===== config.mk =====
export PLATFORM = sky130hd
export DESIGN_NAME = reg_xfer_ctrl
export DESIGN_NICKNAME = d
export VERILOG_FILES = /design/src/rtl/reg_xfer_ctrl.sv
export SDC_FILE = /design/constraint.sdc
export NUM_CORES = 1
export LEC_CHECK = 0
export CORE_AREA = 2 2 92 94
export DETAILED_ROUTE_END_ITERATION = 6
export DIE_AREA = 0 0 94 96
export PLACE_DENSITY = 0.63
export SYNTH_ARGS = -nofsm -noshare
export SYNTH_HDL_FRONTEND = slang
export SYNTH_SLANG_ARGS = --single-unit

===== constraint.sdc =====
create_clock -name clk -period 2.1 [get_ports clk]
set_input_delay 0.315 -clock clk [delete_from_list [all_inputs] [get_ports clk]]
set_output_delay 0.315 -clock clk [all_outputs]
set_load 0.02 [all_outputs]

===== src/rtl/reg_xfer_ctrl.sv =====
// reg_xfer_ctrl: sequences MOV/LDI/SWAP/CLR transfers over the 4x8 register file ports.
// All outputs are registered and loaded alongside the state they belong to.
module reg_xfer_ctrl #(
  parameter logic [7:0] CLR_VALUE = 8'h00
) (
  input  logic       clk,
  input  logic       reset,
  input  logic       start,
  input  logic [1:0] op,
  input  logic [1:0] dst,
  input  logic [1:0] src,
  input  logic [7:0] imm,
  output logic       busy,
  output logic       done,
  output logic       reg_r,
  output logic [7:0] reg_r_select,
  input  logic [7:0] reg_r_line,
  output logic       reg_w,
  output logic [7:0] reg_w_select,
  output logic [7:0] reg_w_line
);
  typedef enum logic [3:0] {IDLE, RD_A, RD_B, WR_A, WR_B, CLR0, CLR1, CLR2, CLR3, DONE} state_t;
  localparam logic [1:0] LDI = 2'd1, SWAP = 2'd2, CLR = 2'd3;
  state_t state;
  logic [1:0] op_q, dst_q, src_q;
  logic [7:0] tmp_a, tmp_b;
  always_ff @(posedge clk or posedge reset)
    if (reset) begin
      state <= IDLE;
      op_q <= '0;
      dst_q <= '0;
      src_q <= '0;
      tmp_a <= '0;
      tmp_b <= '0;
      busy <= 1'b0;
      done <= 1'b0;
      reg_r <= 1'b0;
      reg_w <= 1'b0;
      reg_r_select <= '0;
      reg_w_select <= '0;
      reg_w_line <= '0;
    end else begin
      reg_r <= 1'b0;
      reg_w <= 1'b0;
      reg_r_select <= '0;
      reg_w_select <= '0;
      reg_w_line <= '0;
      done <= 1'b0;
      case (state)
        IDLE: if (start) begin
          op_q <= op;
          dst_q <= dst;
          src_q <= src;
          busy <= 1'b1;
          if (op == LDI) begin
            state <= WR_A;
            reg_w <= 1'b1;
            reg_w_select <= {6'd0, dst};
            reg_w_line <= imm;
          end else if (op == CLR) begin
            state <= CLR0;
            reg_w <= 1'b1;
            reg_w_line <= CLR_VALUE;
          end else begin
            state <= RD_A;
            reg_r <= 1'b1;
            reg_r_select <= {6'd0, src};
          end
        end
        RD_A: begin
          tmp_a <= reg_r_line;
          if (op_q == SWAP) begin
            state <= RD_B;
            reg_r <= 1'b1;
            reg_r_select <= {6'd0, dst_q};
          end else begin
            state <= WR_A;
            reg_w <= 1'b1;
            reg_w_select <= {6'd0, dst_q};
            reg_w_line <= reg_r_line;
          end
        end
        RD_B: begin
          tmp_b <= reg_r_line;
          state <= WR_A;
          reg_w <= 1'b1;
          reg_w_select <= {6'd0, dst_q};
          reg_w_line <= tmp_a;
        end
        WR_A: if (op_q == SWAP) begin
          state <= WR_B;
          reg_w <= 1'b1;
          reg_w_select <= {6'd0, src_q};
          reg_w_line <= tmp_b;
        end else begin
          state <= DONE;
          done <= 1'b1;
        end
        // the select register already holds the current CLR code, so step it
        CLR0, CLR1, CLR2: begin
          state <= state_t'(state + 4'd1);
          reg_w <= 1'b1;
          reg_w_select <= reg_w_select + 8'd1;
          reg_w_line <= CLR_VALUE;
        end
        WR_B, CLR3: begin
          state <= DONE;
          done <= 1'b1;
        end
        default: begin
          state <= IDLE;
          busy <= 1'b0;
        end
      endcase
    end
endmodule

==> results.py <==
metrics = {
    "outcome": {
        "status": "completed",
    },
    "route": {
        "routedWlPerCell_um": 14.2,
        "firstDrtPassIters": 4,
        "vias": 1799,
        "drtIter0Drc": 79,
        "routed_wirelength_um": 5380,
        "drc": 0,
        "ant_nets": 0,
        "vias_per_cell": 4.73,
    },
    "logic_synthesis": {
        "yosys.area_share.simple": 0.173,
        "ys_types": 44,
        "synth_top_family_by_area": "simple AND/OR/NAND/NOR gates",
        "synth_xor_area_frac": 0.0226,
        "ys_ff_latch": 48,
        "avgSynthCellArea_um2": 10.4,
        "yosys_warnings": 0,
        "synthArstFlopShare": 1.00,
        "ys_seq_area_frac": 0.516,
        "synth_compound_area_frac": 0.147,
        "postSynthCellCount": 224,
        "synthAdderAreaFrac": 0.0269,
        "synth_area_mm2": 0.00233,
        "synthFlopType": "dfrtp_1",
        "synth_edf_count": 0,
        "synth.area.mux_share": 0.0436,
    },
    "final_layout": {
        "finalNonFillerCells": 380,
        "multi_input_area_um2": 985,
        "seq_area_mm2": 0.00120,
        "fin_util": 0.369,
        "drive_gt1_frac": 0.116,
        "fill_cells": 794,
        "area_growth_pct": 27.7,
        "diodes": 0,
        "fin_nets": 304,
    },
    "floorplanning": {
        "fp-row-count": 33,
        "die_w_um": 94,
        "die_area_mm2": 0.00902,
        "pin_count": 53,
        "start_util": 0.289,
        "die_h_um": 96,
        "coreArea_mm2": 0.00805,
    },
    "sta": {
        "hold_violations": 0,
        "relSlewSlack": 0.610,
        "clock_skew_ps": 9.45,
        "period_minus_slack_ps": 1860,
        "period_share": 0.887,
        "rsz0062_at_grt": "no",
        "worst_slack_ps": 238,
        "worstMarginPinSlew_ps": 584,
        "tns_ps": 0,
        "finalSetupViolCount": 0,
        "max_freq_mhz": 537,
        "drv_slew": 0,
    },
    "worst_setup_path": {
        "reg2reg_slack_ps": 240,
        "worstPathRequired_ps": 2290,
        "r2r_start": "state[1]",
        "worstPathCellList": "inv_1, ha_1, or3_1, and2_0, a22oi_1, o21ai_1",
        "crit_path_max_fanout": 9,
        "crit_slowest_cell": "dfrtp_1",
        "crit_buf_inv": 1,
        "start_kind": "register",
        "path_depth": 6,
        "critical-path-top-delay-family": "simple AND/OR/NAND/NOR gates",
        "cpPeakStageDelay_ps": 420,
        "r2r_end": "state[1]",
        "r2r_cells": 6,
        "arrival_ps": 2060,
        "endpoint_kind": "register",
        "path_class": "register to register",
    },
    "cts": {
        "clockRootBuffer": "clkbuf_8",
        "clk_pin_slew_worst_paths_ps": 90,
        "cts_tree": "yes",
        "cts-resized-gates": 0,
        "insertion_delay_ps": 310,
        "cts_made_buffers": 5,
        "clock_sinks": 48,
        "clockBufferDepth": 2,
        "htree_levels": 2,
    },
    "grt": {
        "grtUsageTotal": 0.131,
        "grt_pass1_vias": 1796,
        "antenna_found_initial": 0,
        "grt_pass1_wl_um": 9150,
        "grt_overflow": 0,
        "grt_max_degree": 27,
    },
    "power": {
        "power.static_leakage_nw": 1.29,
        "peakVddDrop_mv": 0.342,
        "power.density_cell_area_mw_per_mm2": 1270,
    },
    "placement": {
        "pre_cts_slack_ps": 166,
        "io_buffers": 46,
        "place_hpwl_um": 3840,
        "dpl.cell_count": 370,
        "place.gp.congestion": 0.805,
    },
    "flow_run": {
        "maxCapViolCount": 0,
    },
    "worst_hold_path": {
        "hp-class": "primary input to async pin",
    },
}
-- layout make-up --
cell class | count | area share
multi-input combinational | 159 | 0.332
sequential | 48 | 0.404
timing repair buffer | 54 | 0.179
clock inverter | 2 | 0.00505
clock buffer | 6 | 0.0278
tap | 105 | 0.0442
inverter | 6 | 0.00758
-- timing repair --
item                       4_1_cts  5_1_grt
setup endpoints to repair        0        4
hold buffers                     0        0
buffers inserted                 0        2
-- cell families after synthesis --
family | after synthesis
flops | 48
simple gates | 85
fa+ha+maj | 5
compound gates | 48
mux | 9
buf+inv | 22
other cells | 1
xor+xnor | 6
-- routing by layer --
layer  vias up  wire [um]  GRT usage  share of wire
met5         -          0          0              0
met4         0         64     0.0435          0.012
met3         4        253     0.0274          0.047
met2        51       2630      0.215           0.49
met1       873       2430      0.172           0.45
li1        871          -          -              -
-- metrics by stage --
step	hold WS (ps)	cell area, um^2	power, mW
detailed placement	463	2860	3.19
global placement	459	2860	3.16
global route	455	2970	4.09
CTS	421	2960	3.79
floorplan	420	2340	2.70
finish	394	2970	3.77
-- how the worst max path moves through the flow --
stage / endpoint / slack [ps] / start
finish: state[1] / 240 / state[1]
global route: state[1] / 60 / state[1]
CTS: reg_w_line[1] / 180 / state[0]
detailed placement: reg_w_line[1] / 170 / start
global placement: reg_w_line[3] / 250 / start
floorplan: reg_w_line[0] / 480 / state[0]
-- layout by cell type (no fill, tap or decap), types with 2 or more instances in the layout --
| master | count |
|---|---|
| clkbuf_8 | 6 |
| nand4_1 | 2 |
| clkdlybuf4s50_1 | 46 |
| mux2_2 | 9 |
| and2_1 | 3 |
| buf_4 | 7 |
| o21ai_0 | 3 |
| inv_1 | 5 |
| nand2_1 | 50 |
| clkinvlp_4 | 2 |
| ha_1 | 5 |
| a22oi_1 | 11 |
| o21ai_1 | 9 |
| xnor2_1 | 3 |
| a21oi_1 | 4 |
| a32oi_1 | 11 |
| nand2b_1 | 4 |
| nor2_1 | 10 |
| xor2_1 | 3 |
| nand3_1 | 4 |
| a22o_1 | 2 |
| dfrtp_1 | 48 |
| conb_1 | 6 |
-- state kept, by name, summed over array words and instances, names as in the netlist --
signal	flops
reg_w_select	8
reg_r	1
reg_w_line	8
tmp_b	8
reg_w	1
dst_q	2
busy	1
reg_r_select	2
tmp_a	8
src_q	2
state	4
done	1
op_q	2
-- where the power goes --
part	switching, mW	internal (mW)	total (mW)
logic	0.955	0.754	1.71
clock network	0.319	0.267	0.586
registers	0.201	1.27	1.47
-- cell usage after synthesis, drive strengths merged (3+ instances only) --
cell type  number  share of area
nand2          50          0.081
dfrtp          48           0.52
buf            13          0.045
o21ai          12          0.026
a22oi          11          0.036
a32oi          11          0.041
nor2           10          0.016
mux2            9          0.044
inv             6         0.0097
ha              5          0.027
a21oi           4         0.0086
and2            4          0.011
nand2b          4          0.011
nand3           4         0.0086
clkbuf          3          0.013
xnor2           3          0.011
xor2            3          0.011
(Power assumes the default switching activity.)
